File: config.mk
export PLATFORM = sky130hd
export DESIGN_NAME = status_register
export DESIGN_NICKNAME = d
export VERILOG_FILES = /design/src/rtl/control_signals_pkg.sv /design/src/rtl/processor_status_pkg.sv /design/src/rtl/status_register.sv
export SDC_FILE = /design/constraint.sdc
export NUM_CORES = 1
export LEC_CHECK = 0
export ABC_AREA = 1
export CORE_AREA = 2 2 39 41
export CTS_CLUSTER_DIAMETER = 50
export DETAILED_ROUTE_END_ITERATION = 6
export DIE_AREA = 0 0 41 43
export DONT_BUFFER_PORTS = 1
export PLACE_DENSITY_LB_ADDON = 0.08
export SKIP_CTS_REPAIR_TIMING = 1
export SYNTH_ARGS = -nofsm -noshare
export SYNTH_HDL_FRONTEND = slang
export SYNTH_SLANG_ARGS = --single-unit
File: constraint.sdc
create_clock -name clk -period 1.62 [get_ports clk]
set_input_delay 0.162 -clock clk [delete_from_list [all_inputs] [get_ports clk]]
set_output_delay 0.162 -clock clk [all_outputs]
set_load 0.02 [all_outputs]
File: src/rtl/control_signals_pkg.sv
// control_signals: strobe indices driven by the control unit into the datapath.
package control_signals;

    typedef enum logic [3:0] {
        CtrlUpdateFlagNegative,
        CtrlUpdateFlagZero,
        CtrlUpdateFlagCarry,
        CtrlUpdateFlagOverflow,
        CtrlSetFlagCarry,
        CtrlClearFlagCarry,
        CtrlSetFlagInterrupt,
        CtrlClearFlagInterrupt,
        CtrlSetFlagDecimal,
        CtrlClearFlagDecimal,
        CtrlClearFlagOverflow,
        CtrlLoadStatus,
        CtrlStatusBitTest,
        CtrlSignalEndMarker
    } ctrl_signal_t;

    localparam int CTRL_SIGNAL_COUNT = int'(CtrlSignalEndMarker);

endpackage

File: src/rtl/processor_status_pkg.sv
// processor_status: flag index map and P-byte constants shared with the control unit.
package processor_status;

    // Order is load-bearing: the control unit branches on status_flags[opcode[7:6]].
    typedef enum logic [2:0] {
        FlagNegative = 3'd0,
        FlagOverflow,
        FlagCarry,
        FlagZero,
        FlagInterrupt,
        FlagDecimal,
        FlagBreak,
        FlagUnused
    } flag_index_t;

    localparam logic [7:0] STATUS_BIT5_MASK = 8'h20;
    localparam int         STATUS_BREAK_BIT = 4;

endpackage

File: src/rtl/status_register.sv
// status_register: 6502 P register with per-flag priority update from control strobes.
module status_register
    import control_signals::*;
    import processor_status::*;
#(
    parameter logic RESET_I_FLAG = 1'b1,
    parameter logic RESET_D_FLAG = 1'b0
) (
    input  logic       clk,
    input  logic       reset,
    input  logic       ctrl_signals [CTRL_SIGNAL_COUNT],
    input  logic [7:0] data_bus,
    input  logic       alu_carry_out,
    input  logic       alu_overflow_out,
    input  logic       brk_push,
    output logic       status_flags [8],
    output logic [7:0] status_byte,
    output logic       alu_carry_in
);

    logic n_q, v_q, b_q, d_q, i_q, z_q, c_q;
    logic n_d, v_d, d_d, i_d, z_d, c_d;
    logic load, bit_test;

    assign load     = ctrl_signals[CtrlLoadStatus];
    assign bit_test = ctrl_signals[CtrlStatusBitTest];

    // Load beats clear beats set beats update; BIT overrides the N/V updates only.
    always_comb begin
        n_d = load ? data_bus[7]
            : (bit_test || ctrl_signals[CtrlUpdateFlagNegative]) ? data_bus[7] : n_q;
        v_d = load ? data_bus[6]
            : ctrl_signals[CtrlClearFlagOverflow] ? 1'b0
            : bit_test ? data_bus[6]
            : ctrl_signals[CtrlUpdateFlagOverflow] ? alu_overflow_out : v_q;
        z_d = load ? data_bus[1]
            : ctrl_signals[CtrlUpdateFlagZero] ? (data_bus == 8'h00) : z_q;
        c_d = load ? data_bus[0]
            : ctrl_signals[CtrlClearFlagCarry] ? 1'b0
            : ctrl_signals[CtrlSetFlagCarry] ? 1'b1
            : ctrl_signals[CtrlUpdateFlagCarry] ? alu_carry_out : c_q;
        i_d = load ? data_bus[2]
            : ctrl_signals[CtrlClearFlagInterrupt] ? 1'b0
            : ctrl_signals[CtrlSetFlagInterrupt] ? 1'b1 : i_q;
        d_d = load ? data_bus[3]
            : ctrl_signals[CtrlClearFlagDecimal] ? 1'b0
            : ctrl_signals[CtrlSetFlagDecimal] ? 1'b1 : d_q;
    end

    always_ff @(posedge clk) begin
        if (reset) begin
            {n_q, v_q, b_q, z_q, c_q} <= 5'b0;
            i_q <= RESET_I_FLAG;
            d_q <= RESET_D_FLAG;
        end else begin
            {n_q, v_q, d_q, i_q, z_q, c_q} <= {n_d, v_d, d_d, i_d, z_d, c_d};
        end
    end

    assign status_flags[FlagNegative]  = n_q;
    assign status_flags[FlagOverflow]  = v_q;
    assign status_flags[FlagCarry]     = c_q;
    assign status_flags[FlagZero]      = z_q;
    assign status_flags[FlagInterrupt] = i_q;
    assign status_flags[FlagDecimal]   = d_q;
    assign status_flags[FlagBreak]     = b_q;
    assign status_flags[FlagUnused]    = 1'b0;

    assign status_byte  = {n_q, v_q, 1'b0, brk_push | b_q, d_q, i_q, z_q, c_q} | STATUS_BIT5_MASK;
    assign alu_carry_in = c_q;

endmodule

### Yosys cells after proc, flatten, opt, wreduce, memory -nomap -nowiden

Index checks and enable logic that the tools add are counted.

* input bits: 26
* output and inout bits: 17
* register bits: 6
* word-level logic and storage cells: 32

* muxes and demuxes: 18
* reductions and logical operators: 8

Operator list (count)
* 2-to-1 mux 1 bit: 18
* logical NOT 8 bit: 1
* nonzero test 4 bit: 2
* nonzero test 3 bit: 2
* nonzero test 2 bit: 2
* logical OR 1 bit: 1

### Depth between registers and ports, before layout

Gate-level depths: netlist (run 1).

* word-level depth: 4
* gate-level depth with buffers: 7

### Least setup slack after synthesis (run 1)

Ideal clock, no wire load.

* path kind: register to output
* start: register c_q, in the netlist alu_carry_in
* end: output port status_byte[0]
* arrival: 0.639 ns
* path slack: 0.819 ns
* cell stages (with the launch flop): 2
* cell sequence: dfxtp_1 > buf_4

RTL lines
* from (decl): line status_register.sv:21 `logic n_q, v_q, b_q, d_q, i_q, z_q, c_q;`
* from (signal assigned): line status_register.sv:56 `{n_q, v_q, d_q, i_q, z_q, c_q} <= {n_d, v_d, d_d, i_d, z_d, c_d};`
* to (decl): line status_register.sv:17 `output logic [7:0] status_byte,`

No word-level cell between the ends.

### Final worst setup path (run 1)

* start: register v_q
* end: output port status_byte[6]

RTL lines (line)
* from (decl): status_register.sv:21
* from (signal assigned): status_register.sv:56

No word-level cell between the ends.

==> impl_results.md, run 1 <==
* Outcome: finished clean
* GRT overflow at 0
* Yosys warns at 0
* Pwr Density at 900 nW/um^2
* Largest vdd supply drop at 0.211 mV
* First-pass GRT wire length at 1170 um
* Sum Neg Setup Slack at 0 ns
* Iteration-0 DRC count of the detailed router at 2
* Worst slack at placement at 0.705 ns
* Via count at 353
* Required time of the critical path at 1.46 ns
* Shortest period the worst path allows at 0.966 ns
* Vertical extent of the die at 43 um
* Setup-violating endpoint count in the final report at 0
* Die outline width at 41 um
* Total count of max-transition violations in the final report at 0
* Sequential element share of the synthesized area at 25.7%
* Core footprint at 1380 sq um
* Count of different cell masters after synthesis at 15
* Commonest non-fill, non-tap cell in the layout: nor2_1
* Maximum buffer depth of the clock tree at 2
* RSZ-0062 raised after global routing: false
* Number of port buffers at 0
* Largest net degree at the start of global routing at 9
* Cell leakage power at 0.227 nW
* Initial standard-cell utilization of the core at 33.7%
* H-tree depth reported by CTS at 1
* Antenna violations before repair at 0
* Startpoint type of the worst setup path: flip-flop
* Synth Register Bits at 6
* Number of instances in the synthesized netlist at 73
* DRC errors left at 0
* Class of the tightest hold or removal check: primary input to flip-flop
* Gp weighted congestion at 0.622
* Maximum clock rate at 1040 MHz
* Number of core rows at 14
* # Max-Cap Violations at 0
* Synthesis-to-finish area growth at -7.24%
* Clk Tree Root Cell: clkbuf_4
* Antenna violation net count after detailed routing at 0
* Worst setup EP type: output pin
* Initial DRT Pass Iterations at 3
* Type of the worst setup path: flip-flop to output pin
* Global router's overall resource usage at 10.3%
* Top-level port count at 43
* CTS tree: built
* Post-Syn Area per Cell at 6.39 sq um
* Vias/cell at 4.30
* CTS clock-pin slew for the worst setup and hold paths at 0.05 ns
* Wirelength per Cell at 9.45 um
* Highest-count cells in the layout ignoring fill and taps: 17 x nor2_1, 8 x inv_1, 8 x nand2_1
* Floorplan die area at 1760 sq um
* Part of the cycle the worst path needs at 59.6%
* Worst path arrival time at 0.80 ns
* Final Hold Violating Endpoints at 0
* Max FO, Critical Path at 3
* Net total in the final layout at 94
* Clk_lat worst skew at 0.24 ns
* Total clock sinks at 6
* Number of CTS-inserted buffers at 3
* Post-Route Skew at 0 ns
* Routed wire length at 775 um
* Share of cells above drive strength 1 at 16.7%
* Post-detailed-placement half-perimeter wirelength at 691 um
* Via count of the first global-routing pass at 315
* Cell area after synthesis at 467 sq um
* Setup WS post-layout at 0.654 ns
* Ant. Diodes at 0
[state kept, by name, summed over array words and instances, names as in the netlist]
register	cells
d_q	1
n_q	1
z_q	1
i_q	1
alu_carry_in	1
v_q	1
[kinds of logic (layout without fill, tap and decap cells)]
logic type             Yosys count  after routing  share of synthesized area [%]
AO/OA/AOI/OAI                   10             10                           12.3
other                            2              3                           1.61
AND/OR/NAND/NOR                 30             30                           27.3
buffers and inverters           25             17                           33.0
flip-flops                       6              6                           25.7
[path summary, 6_finish.rpt]
kind                         start                to  slack, ns  cells after the start
setup reg to reg  v_q$_SDFFE_PP0P_  v_q$_SDFFE_PP0P_       0.70                      4
hold / removal     ctrl_signals[1]  i_q$_SDFFE_PP1P_       0.02                      1
hold reg to reg   i_q$_SDFFE_PP1P_  i_q$_SDFFE_PP1P_       0.51                      2
setup / recovery  v_q$_SDFFE_PP0P_    status_byte[6]       0.65                      0
[synthesized netlist by cell type]
master | count | area share [%]
conb_1 | 2 | 1.6
inv_2 | 1 | 0.80
a21oi_1 | 3 | 3.2
inv_1 | 8 | 6.4
o31ai_1 | 1 | 1.6
o211a_1 | 1 | 2.1
nand2_1 | 8 | 6.4
nand3_1 | 1 | 1.1
nand2_2 | 2 | 2.7
buf_4 | 16 | 26
nand2_4 | 1 | 2.4
o21ai_0 | 5 | 5.4
dfxtp_1 | 6 | 26
nor3_1 | 1 | 1.1
nor2_1 | 17 | 14
[layout make-up]
type | count | area (sq um)
clock buffers | 3 | 22.5
multi-input cells | 43 | 196
flip-flops and latches | 6 | 120
well taps | 16 | 20.0
repair buffers | 5 | 40.0
fillers | 178 | 951
inverters | 9 | 33.8
[routing by layer]
layer	up-vias	wire (um)	part of all wire, %	GRT usage, %
met5	-	0	0	0
met1	141	292	38	11.3
met3	2	97	13	4.19
met2	20	370	48	14.1
met4	0	14	1.8	9.33
li1	190	-	-	-
[metrics by stage]
| stage | area [sq um] | instances | total power [mW] | hold WS, ns | utilization [%] |
|---|---|---|---|---|---|
| floorplan | 470 | 74 | 0.275 | 0.234 | - |
| global placement | 400 | 78 | 0.255 | 0.235 | 28.9 |
| detailed placement | 400 | 78 | 0.255 | 0.237 | 28.9 |
| CTS | 423 | 81 | 0.397 | -0.0196 | 30.6 |
| global route | 433 | 82 | 0.420 | 0.00710 | 31.3 |
| finish | 433 | 82 | 0.389 | 0.0189 | 31.3 |
[worst reg2reg max path, stage by stage, from the launching register on]
cell	delay, ns
dfxtp_1	0.57
inv_1	0.08
nor2_1	0.11
nor2_1	0.05
nor2_1	0.07
[power by group]
part | switching [mW] | total [mW] | internal, mW | leakage [nW]
clock | 0.0531 | 0.137 | 0.0838 | 0.0138
sequential | 0.0142 | 0.173 | 0.159 | 0.0500
combinational | 0.0528 | 0.0797 | 0.0269 | 0.163
total | 0.120 | 0.389 | 0.269 | 0.227
Note: power is estimated with default switching activity, not from simulation.
==> run 2: changes to the inputs <==
- clock period: 1.62 -> 0.8 ns (I/O delays scaled with it)
==> impl_results.md, run 2 (synthesis gave the netlist of run 1 again) <==
* Tot Pwr at 0.855 mW (+120%)
* Register-to-Register Setup Slack at 0.08 ns (-0.62 ns)
* Total area of multi-input combinational cells at 196 sq um (unchanged)
* Via count of the first global-routing pass at 287 (-8.9%)
* Type of the worst setup path: flip-flop to output pin
* Sw power at 0.260 mW (+120%)
* Critical register-to-register path startpoint: d_q$_SDFFE_PP0P_
* Via count at 384 (+8.8%)
* Top-level port count at 43 (unchanged)
* Wirelength per Cell at 10.0 um (+5.8%)
* Number of cells in the finished layout apart from fillers at 89 (+8.5%)
* Worst setup EP type: output pin
* Cell leakage power at 0.269 nW (+18%)
* Net total in the final layout at 101 (+7.4%)
* Final Hold Violating Endpoints at 0 (unchanged)
* Maximum clock rate at 1240 MHz
* Highest-count cells in the layout ignoring fill and taps: 17 x nor2_1, 8 x inv_1, 8 x nand2_1
* Commonest non-fill, non-tap cell in the layout: nor2_1
* Outcome: complete, but fails checks
* Setup WS post-layout at -0.00617 ns (-0.660 ns)
* Antenna violations before repair at 0 (unchanged)
* Crit-path max cell delay at 0.34 ns
* Vias/cell at 4.31 (+0.23%)
* Largest vdd supply drop at 0.651 mV (+210%)
* Footprint of the flip-flops and latches at 128 sq um (+6.2%)
* Number of placed cells counting well taps at 80 (+2.6%)
* Number of core rows at 14 (unchanged)
* Buf/Inv on CP at 1
* Final core area utilization at 38.8% (+7.5 points)
* Clk Tree Root Cell: clkbuf_4
* Initial standard-cell utilization of the core at 33.7% (unchanged)
* Pwr Density at 1590 nW/um^2 (+77%)
* Worst slack at placement at 0.107 ns (-0.598 ns)
* Ant. Diodes at 0 (unchanged)
* Required time of the critical path at 0.72 ns (-0.74 ns)
* Synthesis-to-finish area growth at 15.0%
* CTS clock-pin slew for the worst setup and hold paths at 0.05 ns (about the same)
* Maximum buffer depth of the clock tree at 2 (unchanged)
* Global router's overall resource usage at 9.53% (-0.72 points)
* Antenna violation net count after detailed routing at 0 (unchanged)
* Layout fillers at 156 (-12%)
* RSZ-0062 raised after global routing: true
* Post-Route Skew at 0 ns (unchanged)
* Iteration-0 DRC count of the detailed router at 2 (unchanged)
* Highest signal layer in the routed design: met4
* Gp weighted congestion at 0.673 (+8.3%)
* Shortest period the worst path allows at 0.806 ns
* First-pass GRT wire length at 1060 um (-9.5%)
* Part of the cycle the worst path needs at 101%
* H-tree depth reported by CTS at 1 (unchanged)
* Capture point of the worst path: alu_carry_in
* CTS tree: built
* GRT overflow at 0 (unchanged)
* Failing checks: negative setup slack
* Clk pwr share at 32.8% (-2.3 points)
* Total length of routed met3 wires at 85 um (-12%)
* Startpoint of the worst setup timing path: alu_carry_in$_SDFFE_PP0P_
* Total count of max-transition violations in the final report at 0 (unchanged)
* Vertical extent of the die at 43 um (unchanged)
* Total clock sinks at 6 (unchanged)
* # Max-Cap Violations at 0 (unchanged)
* DRC errors left at 0 (unchanged)
* Internal power at 0.594 mW (+120%)
* Die outline width at 41 um (unchanged)
* Crit. path cell count at 1 (+1)
* Count of cells along the worst register-to-register path at 3 (-1)
* Routed wire length at 890 um (+15%)
* Sequential power share at 39.8% (-4.6 points)
* Startpoint type of the worst setup path: flip-flop
* Top Family by Delay on Critical Path: flip-flops
* Setup-violating endpoint count in the final report at 3 (+3)
* Part of the power in combinational logic at 27.4% (+6.9 points)
* Routed length on met2 at 443 um (+20%)
* Destination of the worst register-to-register timing path: d_q$_SDFFE_PP0P_
* Slowest stage cell on the critical path: dfxtp_2
* Floorplan die area at 1760 sq um (unchanged)
* Clk_lat worst skew at 0.24 ns (about the same)
* Net Sw Frac at 30.4% (-0.40 points)
* Largest net degree at the start of global routing at 9 (unchanged)
* Initial DRT Pass Iterations at 3 (unchanged)
* Share of cells above drive strength 1 at 26.0% (+9.4 points)
* Worst path arrival time at 0.73 ns (-0.07 ns)
* Core footprint at 1380 sq um (unchanged)
* Number of port buffers at 0 (unchanged)
* Post-detailed-placement half-perimeter wirelength at 676 um (-2.1%)
* Number of CTS-inserted buffers at 3 (unchanged)
* Cell-by-cell listing of the critical path: buf_12
* Max FO, Critical Path at 3 (unchanged)
* Class of the tightest hold or removal check: primary input to flip-flop
* Metal-1 WL at 347 um (+19%)
==> run 2: cell count changes in the layout (fill, tap and decap cells not counted) <==
cell           change
dlygate4sd3_1      +5
buf_6              +5
buf_4              -4
dfxtp_2            +6
dfxtp_1            -6
buf_12             +1
==> run 2: metal layers <==
layer  vias to the layer above  global-route usage [%]
met4                         0                    11.3
met5                         -                       0
met1                       155                    9.62
met2                        21                    12.2
met3                         2                    4.71
li1                        206                       -
==> run 2: power groups by stage <==
stage / combinational [mW] / clock, mW / sequential (mW)
after floorplan: 0.213 / 0 / 0.345
after global placement: 0.188 / 0 / 0.337
after detailed placement: 0.189 / 0 / 0.337
after CTS: 0.189 / 0.287 / 0.331
after global routing: 0.257 / 0.304 / 0.343
final: 0.234 / 0.280 / 0.340
==> run 2: final cells by class <==
cell class	count	area share, %
clock buffer	3	4.20
inverter	9	6.29
multi-input combinational	43	36.6
sequential	6	23.8
tap	16	3.73
timing repair buffer	12	25.4
==> run 2: how the worst min path moves through the flow <==
| stage | from | to | slack (ns) | cells after the start |
|---|---|---|---|---|
| after CTS | reset | v_q$_SDFFE_PP0P_ | -0.1 | 1 |
| after detailed placement | reset | v_q$_SDFFE_PP0P_ | 0.16 | 1 |
| after global routing | data_bus[7] | n_q$_SDFFE_PP0P_ | 0.008 | 2 |
| after global placement | reset | v_q$_SDFFE_PP0P_ | 0.16 | 1 |
| final | data_bus[7] | n_q$_SDFFE_PP0P_ | 0.003 | 2 |
| after floorplan | reset | v_q$_SDFFE_PP0P_ | 0.15 | 1 |
==> run 2: per-stage QoR <==
step                instance area [sq um]  hold WS, ns  TNS (ns)
floorplan                             470        0.152         0
global placement                      415        0.156         0
detailed placement                    415        0.157         0
CTS                                   438      -0.0983    -0.461
global route                          537      0.00835    -0.260
finish                                537      0.00331   -0.0180
==> run 3: changes to the inputs <==
--- a/config.mk
+++ b/config.mk
@@ -14,2 +14,3 @@
 export PLACE_DENSITY_LB_ADDON = 0.08
+export REMOVE_ABC_BUFFERS = 1
 export SKIP_CTS_REPAIR_TIMING = 1
==> constraint.sdc (replaced) <==
create_clock -name clk -period 0.8 [get_ports clk]
set_input_delay 0.16 -clock clk [delete_from_list [all_inputs] [get_ports clk]]
set_output_delay 0.16 -clock clk [all_outputs]
set_load 0.02 [all_outputs]
==> impl_results.md, run 3 (synthesis gave the netlist of run 1 again) <==
* DRC errors left at 0 (unchanged)
* Failing checks: negative setup slack
* Startpoint type of the worst setup path: flip-flop
* Maximum clock rate at 1120 MHz (-9.5%)
* Slowest stage cell on the critical path: dfxtp_2
* First-pass GRT wire length at 1350 um (+27%)
* Worst setup EP type: output pin
* Initial standard-cell utilization of the core at 33.7% (unchanged)
* Max FO, Critical Path at 3 (unchanged)
* Hold endpoint: i_q$_SDFFE_PP1P_
* Class of the tightest hold or removal check: primary input to flip-flop
* Post-detailed-placement half-perimeter wirelength at 690 um (+2.0%)
* Routed wire length at 902 um (+1.3%)
* Total clock sinks at 6 (unchanged)
* Worst min-delay path startpoint: ctrl_signals[1]
* Via count at 375 (-2.3%)
* RSZ-0062 raised after global routing: true
* Commonest non-fill, non-tap cell in the layout: nor2_1
* GRT overflow at 0 (unchanged)
* Via count of the first global-routing pass at 363 (+26%)
* Cell leakage power at 0.255 nW (-5.1%)
* Final Hold Violating Endpoints at 0 (unchanged)
* Wirelength per Cell at 10.6 um (+6.1%)
* Worst slack at placement at 0.0950 ns (-0.0123 ns)
* Worst path arrival time at 0.73 ns (about the same)
* Largest net degree at the start of global routing at 9 (unchanged)
* Clk_lat worst skew at 0.24 ns (about the same)
* Core footprint at 1380 sq um (unchanged)
* Number of CTS-inserted buffers at 3 (unchanged)
* Worst hold slack at 0.00718 ns (+0.00387 ns)
* Total count of max-transition violations in the final report at 0 (unchanged)
* Clk Tree Root Cell: clkbuf_4
* Vertical extent of the die at 43 um (unchanged)
* Pwr Density at 1680 nW/um^2 (+5.8%)
* Type of the worst setup path: flip-flop to output pin
* Floorplan die area at 1760 sq um (unchanged)
* Top Family by Delay on Critical Path: flip-flops
* Top-level port count at 43 (unchanged)
* Count of cells along the worst register-to-register path at 3 (unchanged)
* Destination of the worst register-to-register timing path: i_q$_SDFFE_PP1P_
* Outcome: complete, but fails checks
* Iteration-0 DRC count of the detailed router at 1 (-1)
* Initial DRT Pass Iterations at 3 (unchanged)
* Largest vdd supply drop at 0.665 mV (+2.2%)
* Critical register-to-register path startpoint: i_q$_SDFFE_PP1P_
* Synthesis-to-finish area growth at 7.77%
* CTS tree: built
* Register-to-Register Setup Slack at 0.08 ns (about the same)
* Number of core rows at 14 (unchanged)
* Tot Pwr at 0.848 mW (-0.84%)
* Antenna violation net count after detailed routing at 0 (unchanged)
* Global router's overall resource usage at 11.4% (+1.8 points)
* Crit-path max cell delay at 0.34 ns (about the same)
* Gp weighted congestion at 0.659 (-2.1%)
* Highest-count cells in the layout ignoring fill and taps: 17 x nor2_1, 8 x inv_1, 8 x nand2_1
* Part of the cycle the worst path needs at 111% (+11 points)
* Cell-by-cell listing of the critical path: buf_12
* CTS clock-pin slew for the worst setup and hold paths at 0.05 ns (about the same)
* Required time of the critical path at 0.64 ns (-0.08 ns)
* Post-Route Skew at 0 ns (unchanged)
* H-tree depth reported by CTS at 1 (unchanged)
* Setup WS post-layout at -0.0905 ns (-0.0844 ns)
* Buf/Inv on CP at 1 (unchanged)
* Die outline width at 41 um (unchanged)
* # Max-Cap Violations at 0 (unchanged)
* Ant. Diodes at 0 (unchanged)
* Number of port buffers at 0 (unchanged)
* Layout fillers at 159 (+1.9%)
* Setup-violating endpoint count in the final report at 13 (+10)
* Shortest period the worst path allows at 0.891 ns (+0.0844 ns)
* Hold Path Cell Cnt at 1 (-1)
* Maximum buffer depth of the clock tree at 2 (unchanged)
* Vias/cell at 4.41 (+2.3%)
* Net total in the final layout at 97 (-4.0%)
* Share of cells above drive strength 1 at 29.0% (+3.0 points)
* Antenna violations before repair at 0 (unchanged)
==> run 3: cell count changes in the layout (fill, tap and decap cells not counted) <==
cell and delta:
buf_4 +1, buf_6 -1, buf_12 +1, dlygate4sd3_1 -5
==> run 3: power by group <==
part           total (mW)  leakage (nW)  internal, mW  switching, mW
combinational       0.224         0.190        0.0929          0.131
sequential          0.343        0.0512         0.326         0.0165
clock               0.281        0.0138         0.170          0.112
total               0.848         0.255         0.589          0.259
==> run 3: cell type report <==
type / count / area [sq um] / area share [%]
well taps: 16 / 20.0 / 3.98
multi-input cells: 43 / 196 / 39.1
repair buffers: 8 / 103 / 20.4
clock buffers: 3 / 22.5 / 4.48
inverters: 9 / 33.8 / 6.72
flip-flops and latches: 6 / 128 / 25.4
==> run 3: routing by layer <==
layer | global-route usage, % | vias up | share of wire (%)
li1 | - | 196 | -
met1 | 13.9 | 155 | 38
met3 | 3.14 | 2 | 13
met4 | 10.7 | 0 | 1.1
met2 | 15.0 | 22 | 47
met5 | 0 | - | 0
==> run 3: worst max path at each step <==
stage                                          from                   endpoint  slack (ns)  cells past startpoint
after global routing               v_q$_SDFFE_PP0P_             status_byte[6]       -0.12                      1
after CTS                 alu_carry_in$_SDFFE_PP0P_             status_byte[0]       -0.15                      1
after floorplan           alu_carry_in$_SDFFE_PP0P_  alu_carry_in$_SDFFE_PP0P_       -0.25                      4
final                     alu_carry_in$_SDFFE_PP0P_             status_byte[0]       -0.09                      1
after global placement              ctrl_signals[1]           v_q$_SDFFE_PP0P_        0.08                      6
after detailed placement            ctrl_signals[1]           v_q$_SDFFE_PP0P_         0.1                      6
==> run 3: metrics by stage <==
step	setup TNS, ns	util, %	instances	area [sq um]
floorplan	-0.798	-	58	350
global placement	0	30.9	80	428
detailed placement	0	30.9	80	428
CTS	-1.59	32.5	83	450
global route	-1.35	36.3	85	503
finish	-0.972	36.3	85	503
